--- config.mk ---
export PLATFORM = sky130hd
export DESIGN_NAME = bcd_mod_counter
export DESIGN_NICKNAME = d
export VERILOG_FILES = /design/src/rtl/clock_pkg.sv /design/src/rtl/bin_to_bcd2.sv /design/src/rtl/bcd_mod_counter.sv
export SDC_FILE = /design/constraint.sdc
export NUM_CORES = 1
export LEC_CHECK = 0
export CAP_MARGIN = 10
export CORE_ASPECT_RATIO = 1.2
export CORE_MARGIN = 2
export CORE_UTILIZATION = 52
export DETAILED_ROUTE_END_ITERATION = 16
export HOLD_SLACK_MARGIN = 0.08
export PLACE_DENSITY = 0.85
export SYNTH_ARGS = -nofsm -noshare
export SYNTH_HDL_FRONTEND = slang
export SYNTH_SLANG_ARGS = --single-unit
--- constraint.sdc ---
create_clock -name clk -period 4.85 [get_ports clk]
set_input_delay 0.485 -clock clk [delete_from_list [all_inputs] [get_ports clk]]
set_output_delay 0.485 -clock clk [all_outputs]
set_load 0.01 [all_outputs]
--- src/rtl/clock_pkg.sv ---
// Shared constants and types for the digital-clock datapath.
// Every counter stage and the display decoders import this package.
package clock_pkg;

    localparam int SEC_MAX  = 59;
    localparam int MIN_MAX  = 59;
    localparam int HR24_MAX = 23;
    localparam int HR12_MIN = 1;
    localparam int HR12_MAX = 12;
    localparam int BCD2_MAX = 99;

    typedef struct packed {
        logic [3:0] tens;
        logic [3:0] ones;
    } bcd2_t;

endpackage

--- src/rtl/bin_to_bcd2.sv ---
// Combinational binary (0-99) to two-digit BCD converter, shared with the display path.
// Inputs above 99 produce undefined digits; no caller drives them.
module bin_to_bcd2
    import clock_pkg::*;
(
    input  logic [6:0] i_bin,
    output bcd2_t      o_bcd
);

    always_comb begin
        o_bcd      = '0;
        o_bcd.tens = 4'(i_bin / 7'd10);
        o_bcd.ones = 4'(i_bin % 7'd10);
    end

endmodule

--- src/rtl/bcd_mod_counter.sv ---
// Modulo MIN_VAL..MAX_VAL up/down counter stepping on carry_in, with synchronous load,
// two-digit BCD view and a same-cycle carry/borrow out for cascading stages.
module bcd_mod_counter
    import clock_pkg::*;
#(
    parameter int WIDTH   = 7,
    parameter int MIN_VAL = 0,
    parameter int MAX_VAL = 59,
    parameter int RST_VAL = MIN_VAL
) (
    input  logic             clk,
    input  logic             rst,
    input  logic             carry_in,
    input  logic             up_dn,
    input  logic             load,
    input  logic [WIDTH-1:0] load_val,
    output logic [WIDTH-1:0] count,
    output logic [3:0]       bcd_tens,
    output logic [3:0]       bcd_ones,
    output logic             carry_out,
    output logic             load_err
);

    localparam logic [WIDTH-1:0] MIN_W = WIDTH'(MIN_VAL);
    localparam logic [WIDTH-1:0] MAX_W = WIDTH'(MAX_VAL);
    localparam logic [WIDTH-1:0] RST_W = WIDTH'(RST_VAL);

    if (!(MIN_VAL >= 0 && MIN_VAL <= RST_VAL && RST_VAL <= MAX_VAL && MAX_VAL <= BCD2_MAX))
    begin : g_bad_range
        $error("bcd_mod_counter: need 0 <= MIN_VAL <= RST_VAL <= MAX_VAL <= 99");
    end
    if (WIDTH < 1 || WIDTH > 30 || MAX_VAL >= (2 ** WIDTH)) begin : g_bad_width
        $error("bcd_mod_counter: MAX_VAL must fit in WIDTH bits");
    end

    logic [WIDTH-1:0] r_count;
    logic             r_load_err;
    logic             w_ge_min;
    logic             w_load_ok;
    logic             w_at_max;
    logic             w_at_min;
    logic [WIDTH-1:0] w_step_val;
    bcd2_t            w_bcd;

    // A zero lower bound makes the compare trivially true; keep it out of the netlist.
    if (MIN_VAL == 0) begin : g_min_zero
        assign w_ge_min = 1'b1;
    end else begin : g_min_cmp
        assign w_ge_min = (load_val >= MIN_W);
    end

    assign w_load_ok = w_ge_min && (load_val <= MAX_W);
    assign w_at_max  = (r_count == MAX_W);
    assign w_at_min  = (r_count == MIN_W);

    // Wrap is decided by the compare, so the adder never overflows.
    always_comb begin
        w_step_val = r_count;
        if (up_dn) begin
            w_step_val = w_at_max ? MIN_W : r_count + WIDTH'(1);
        end else begin
            w_step_val = w_at_min ? MAX_W : r_count - WIDTH'(1);
        end
    end

    always_ff @(posedge clk) begin
        if (rst) begin
            r_count    <= RST_W;
            r_load_err <= 1'b0;
        end else if (load) begin
            if (w_load_ok) begin
                r_count <= load_val;
            end
            r_load_err <= ~w_load_ok;
        end else begin
            r_load_err <= 1'b0;
            if (carry_in) begin
                r_count <= w_step_val;
            end
        end
    end

    assign carry_out = carry_in & ~load & ~rst & (up_dn ? w_at_max : w_at_min);

    bin_to_bcd2 u_bcd (
        .i_bin (7'(r_count)),
        .o_bcd (w_bcd)
    );

    assign count    = r_count;
    assign bcd_tens = w_bcd.tens;
    assign bcd_ones = w_bcd.ones;
    assign load_err = r_load_err;

endmodule

Word level (Yosys, flattened, before mapping). Cells that the tools add are included.

Word-level logic and storage cells: 26. Bits of input ports: 12. Output and inout port bits: 17. Flip-flop bits (word level): 8.

Div/mod/pow operators: 2. Reduce and logical (&&, ||, !) cells: 4. Order comparisons: 1. Equality and inequality tests: 2. Muxes and demuxes: 7. Bitwise gates (word level): 6. Add/subtract/negate cells: 2.

Operator list (count): 2-to-1 mux 7 bit (6); adder 7 x 1 -> 7 bit (second input constant) (1); divider 7 x 4 -> 7 bit (second input constant) (1); equality test 7 x 6 -> 1 bit (second input constant) (1); <= comparator 7 x 6 -> 1 bit (second input constant) (1); logical NOT 7 bit (1); remainder unit 7 x 4 -> 7 bit (second input constant) (1); subtractor 7 x 1 -> 7 bit (second input constant) (1); AND 1 bit (3); NOT 1 bit (3); inequality test 2 x 1 -> 1 bit (second input constant) (1); AND reduction 2 bit (1); nonzero test 2 bit (1); OR reduction 2 bit (1); 2-to-1 mux 1 bit (1).

Depth between registers and ports, before layout.
Depth in word-level cells: 5. Gate-level depth with buffers: 9. Mapped depth without buffers: 8.

By module. From an unflattened synthesis, not the netlist that was laid out.

Cell total of the unflattened synthesis: 156. Area, all modules: 1213.7 sq um.

Modules (own cells, without submodules): bcd_mod_counter (cells each 100, times used 1, area an instance 779.5 sq um, seq. area each 160.2 sq um); bin_to_bcd2 (cells each 56, times used 1, area an instance 434.2 sq um, seq. area each 0.0 sq um).

Worst setup path after synthesis. OpenSTA, ideal clock, no wires.

Path kind: register to output. Start: register r_count[6], in the netlist count[6]. End: output bcd_ones[1]. Path slack: 2.365 ns. Buffers on the path: 1. Data required time: 4.365 ns. Arrival: 2.000 ns. Cell stages (with the launch flop): 10. Cell sequence: dfxtp_1 nor2b_4 buf_6 nor2b_4 o21a_1 nor3_1 ha_1 o41ai_2 a21o_1 xnor2_1.

Word-level cells in the longest chain between the ends: 1.

RTL lines: start, declared (line bcd_mod_counter.sv:36) `logic [WIDTH-1:0] r_count;`; start signal, assigned (line bcd_mod_counter.sv:72) `r_count <= load_val;`; start signal, assigned (line bcd_mod_counter.sv:78) `r_count <= w_step_val;`; remainder unit 7 x 4 -> 7 bit (line bin_to_bcd2.sv:13) `o_bcd.ones = 4'(i_bin % 7'd10);`; end, declared (line bcd_mod_counter.sv:19) `output logic [3:0] bcd_ones,`.

Every way passes these cells.

Worst setup path after layout.
Start: register r_count[2], in the netlist count[2]. End: output bcd_ones[1].

The elaborated chain is that of the path after synthesis.

==> impl_metrics.py <==
metrics = {
    "setup_path": {
        "path_cells": "inv_1 -> nor4_1 -> nor3_1 -> ha_1 -> o41ai_2 -> a21o_1 -> xnor2_1 -> clkdlybuf4s50_1",
        "critical_path.startpoint_type": "flip-flop",
        "path_class": "reg -> out",
        "required_ns": 4.37,
        "critPathMaxFanout": 23,
        "worstPathArrival_ns": 3.14,
        "critPathMaxStageDelay_ns": 0.79,
        "end_kind": "primary output",
        "slowest_stage": "dfxtp_1",
    },
    "yosys": {
        "synth_edf_count": 0,
        "syn_avg_cell_area_um2": 7.01,
        "syn_area_um2": 1070,
        "ys_async_sr_fraction": 0,
        "ys_seq_elements": 8,
        "ys_seq_area_frac": 0.149,
        "synth_cell_type_count": 49,
        "synthFlopType": "dfxtp_1",
        "ys.warnings.count": 0,
        "synth_cells": 153,
        "syn_nets": 170,
    },
    "cts": {
        "cts_resized": 0,
        "cts_sinks": 8,
        "clk_pin_slew_ns": 0.06,
        "cts_hold_buf": 0,
        "post_cts_buffers": 0,
        "clock_path_buffers": 2,
        "cts_buffers": 3,
        "cts_tree": "built",
        "worstSkewPairLatency_ns": 0.26,
        "htreeDepth": 1,
        "root_buffer": "clkbuf_4",
    },
    "sta": {
        "rsz0062_at_grt": "no",
        "tightest_slew_ns": 0.719,
        "slew_headroom": 0.520,
        "finalWorstPathRequiredPeriod_ns": 3.62,
        "tns_ns": 0,
        "setup_viol": 0,
        "finalCritPeriodShare": 0.747,
        "max_freq_mhz": 276,
        "skew_ns": 0.00493,
        "finalHoldViolCount": 0,
        "drv_slew": 0,
    },
    "die": {
        "die_h_um": 53.7,
        "ios": 29,
        "core_um2": 2000,
        "die_area_um2": 2440,
        "rows": 18,
        "start_util": 0.535,
        "die_w_um": 45.5,
    },
    "finish": {
        "fin_nets": 191,
        "diodes": 0,
        "fill_cells": 183,
        "drive_gt1_frac": 0.0640,
        "final_common_cell": "clkdlybuf4s50_1",
        "mostFrequentLayoutCells": "clkdlybuf4s50_1, a21oi_1, nor2_1",
        "synthToLayoutAreaGrowth_pct": 23.8,
    },
    "pwr": {
        "combPwrFrac": 0.523,
        "p_clk_frac": 0.180,
        "leakagePower_nw": 0.463,
        "power_switching_share": 0.402,
        "ir_drop_mv": 0.169,
        "power-per-cell-area_nw_per_um2": 228,
        "p_sw_uw": 122,
        "pwr-share-seq": 0.297,
        "internal_power_uw": 181,
        "power_uw": 302,
    },
    "grt": {
        "track_usage": 0.246,
        "grt_pass1_vias": 1092,
        "grt_max_degree": 24,
        "grt_overflow": 0,
        "antenna_found_initial": 0,
        "grt_pass1_wl_mm": 4.49,
    },
    "route": {
        "ant_nets": 0,
        "wl_per_cell_um": 14.8,
        "vias_per_cell": 6.57,
        "vias": 1261,
        "first_pass_iters": 5,
        "drc": 0,
        "drt_iter0_markers": 24,
        "wl_mm": 2.85,
    },
    "hold_path": {
        "hp-class": "reg -> reg",
    },
    "placement": {
        "gp_congestion": 0.898,
        "dp_hpwl_mm": 2.15,
        "io_buffers": 28,
    },
    "outcome": {
        "status": "finished, final reports clean",
    },
    "job": {
        "drv_cap": 0,
    },
}
-- cells in the mapped netlist (2+ instances only) --
library cell | count | area [um2]
inv_1 | 6 | 22.5
ha_1 | 5 | 62.6
nand4_1 | 4 | 25.0
nor2b_1 | 3 | 18.8
nor2_1 | 18 | 67.6
buf_2 | 4 | 20.0
xnor2_1 | 2 | 17.5
a311oi_1 | 2 | 17.5
a21oi_1 | 19 | 95.1
a211oi_1 | 2 | 15.0
dfxtp_1 | 8 | 160
buf_4 | 4 | 30.0
nor2b_4 | 2 | 27.5
clkbuf_1 | 3 | 11.3
o41ai_2 | 2 | 32.5
nor3b_1 | 3 | 22.5
nor3_1 | 8 | 40.0
a221oi_1 | 2 | 17.5
o311ai_0 | 2 | 17.5
o21ai_1 | 4 | 20.0
a31oi_1 | 3 | 18.8
o211ai_1 | 2 | 15.0
o21ai_0 | 5 | 25.0
nand3_1 | 3 | 15.0
nand2b_1 | 2 | 12.5
nand2_1 | 12 | 45.0
-- per-stage QoR --
step	setup WS, ns	hold slack [ns]	instances	instance area (um2)	utilization
after floorplan	2.37	0.563	153	1070	-
after global placement	1.67	0.580	189	1310	0.651
after detailed placement	1.53	0.594	189	1310	0.651
after CTS	1.23	0.604	192	1330	0.662
after global routing	0.934	0.665	192	1330	0.662
final	1.23	0.603	192	1330	0.662
-- worst paths after layout --
check	startpoint	to	slack (ns)	cells past startpoint
worst min register to register	count[0]	count[0]	0.60	2
worst max-delay path	count[2]	bcd_ones[1]	1.23	8
worst max register to register	count[4]	count[3]	2.67	6
worst min-delay path	count[0]	count[0]	0.60	2
-- area by class of cell --
| class | instances | area, um2 | share of cell area |
|---|---|---|---|
| Clock buffer | 3 | 22.5 | 0.0170 |
| Inverter | 6 | 22.5 | 0.0170 |
| Multi-Input combinational cell | 127 | 817 | 0.615 |
| Sequential cell | 8 | 160 | 0.121 |
| Tap cell | 20 | 25.0 | 0.0189 |
| Timing Repair Buffer | 28 | 280 | 0.211 |
-- kinds of logic (layout without fill, tap and decap cells) --
kind of cell / after synthesis / after routing / share of synthesized area
buffers and inverters: 18 / 37 / 0.0887
xor gates and xnor gates: 3 / 3 / 0.0245
and+or+nand+nor: 64 / 64 / 0.327
adders and majority gates: 5 / 5 / 0.0583
muxes: 1 / 1 / 0.0105
AOI/OAI and AO/OA: 54 / 54 / 0.342
DFF: 8 / 8 / 0.149
-- power groups by stage --
stage	clock network [mW]	registers (mW)	logic, mW
CTS	0.0540	0.0893	0.158
finish	0.0544	0.0897	0.158
global route	0.0572	0.0913	0.173
detailed placement	0	0.0908	0.157
global placement	0	0.0904	0.153
floorplan	0	0.0818	0.107
-- routing by layer --
layer	part of all wire	wire length (um)	track usage
met3	0.050	143	0.0201
met2	0.51	1460	0.458
met4	0.034	98	0.152
met5	0	0	0
met1	0.40	1150	0.259
-- sequential cells by signal (all words and copies together) (netlist names) --
name	flops
count	7
load_err	1
-- worst max-delay path, delay by kind of cell, from the launching register on --
kind | cells | cell delay [ns]
AOI/OAI and AO/OA | 2 | 0.25
xor gates and xnor gates | 1 | 0.12
adders and majority gates | 1 | 0.27
buffers and inverters | 2 | 0.82
DFF | 1 | 0.79
and+or+nand+nor | 2 | 0.62
No activity file was read; power rests on OpenSTA's default activity.
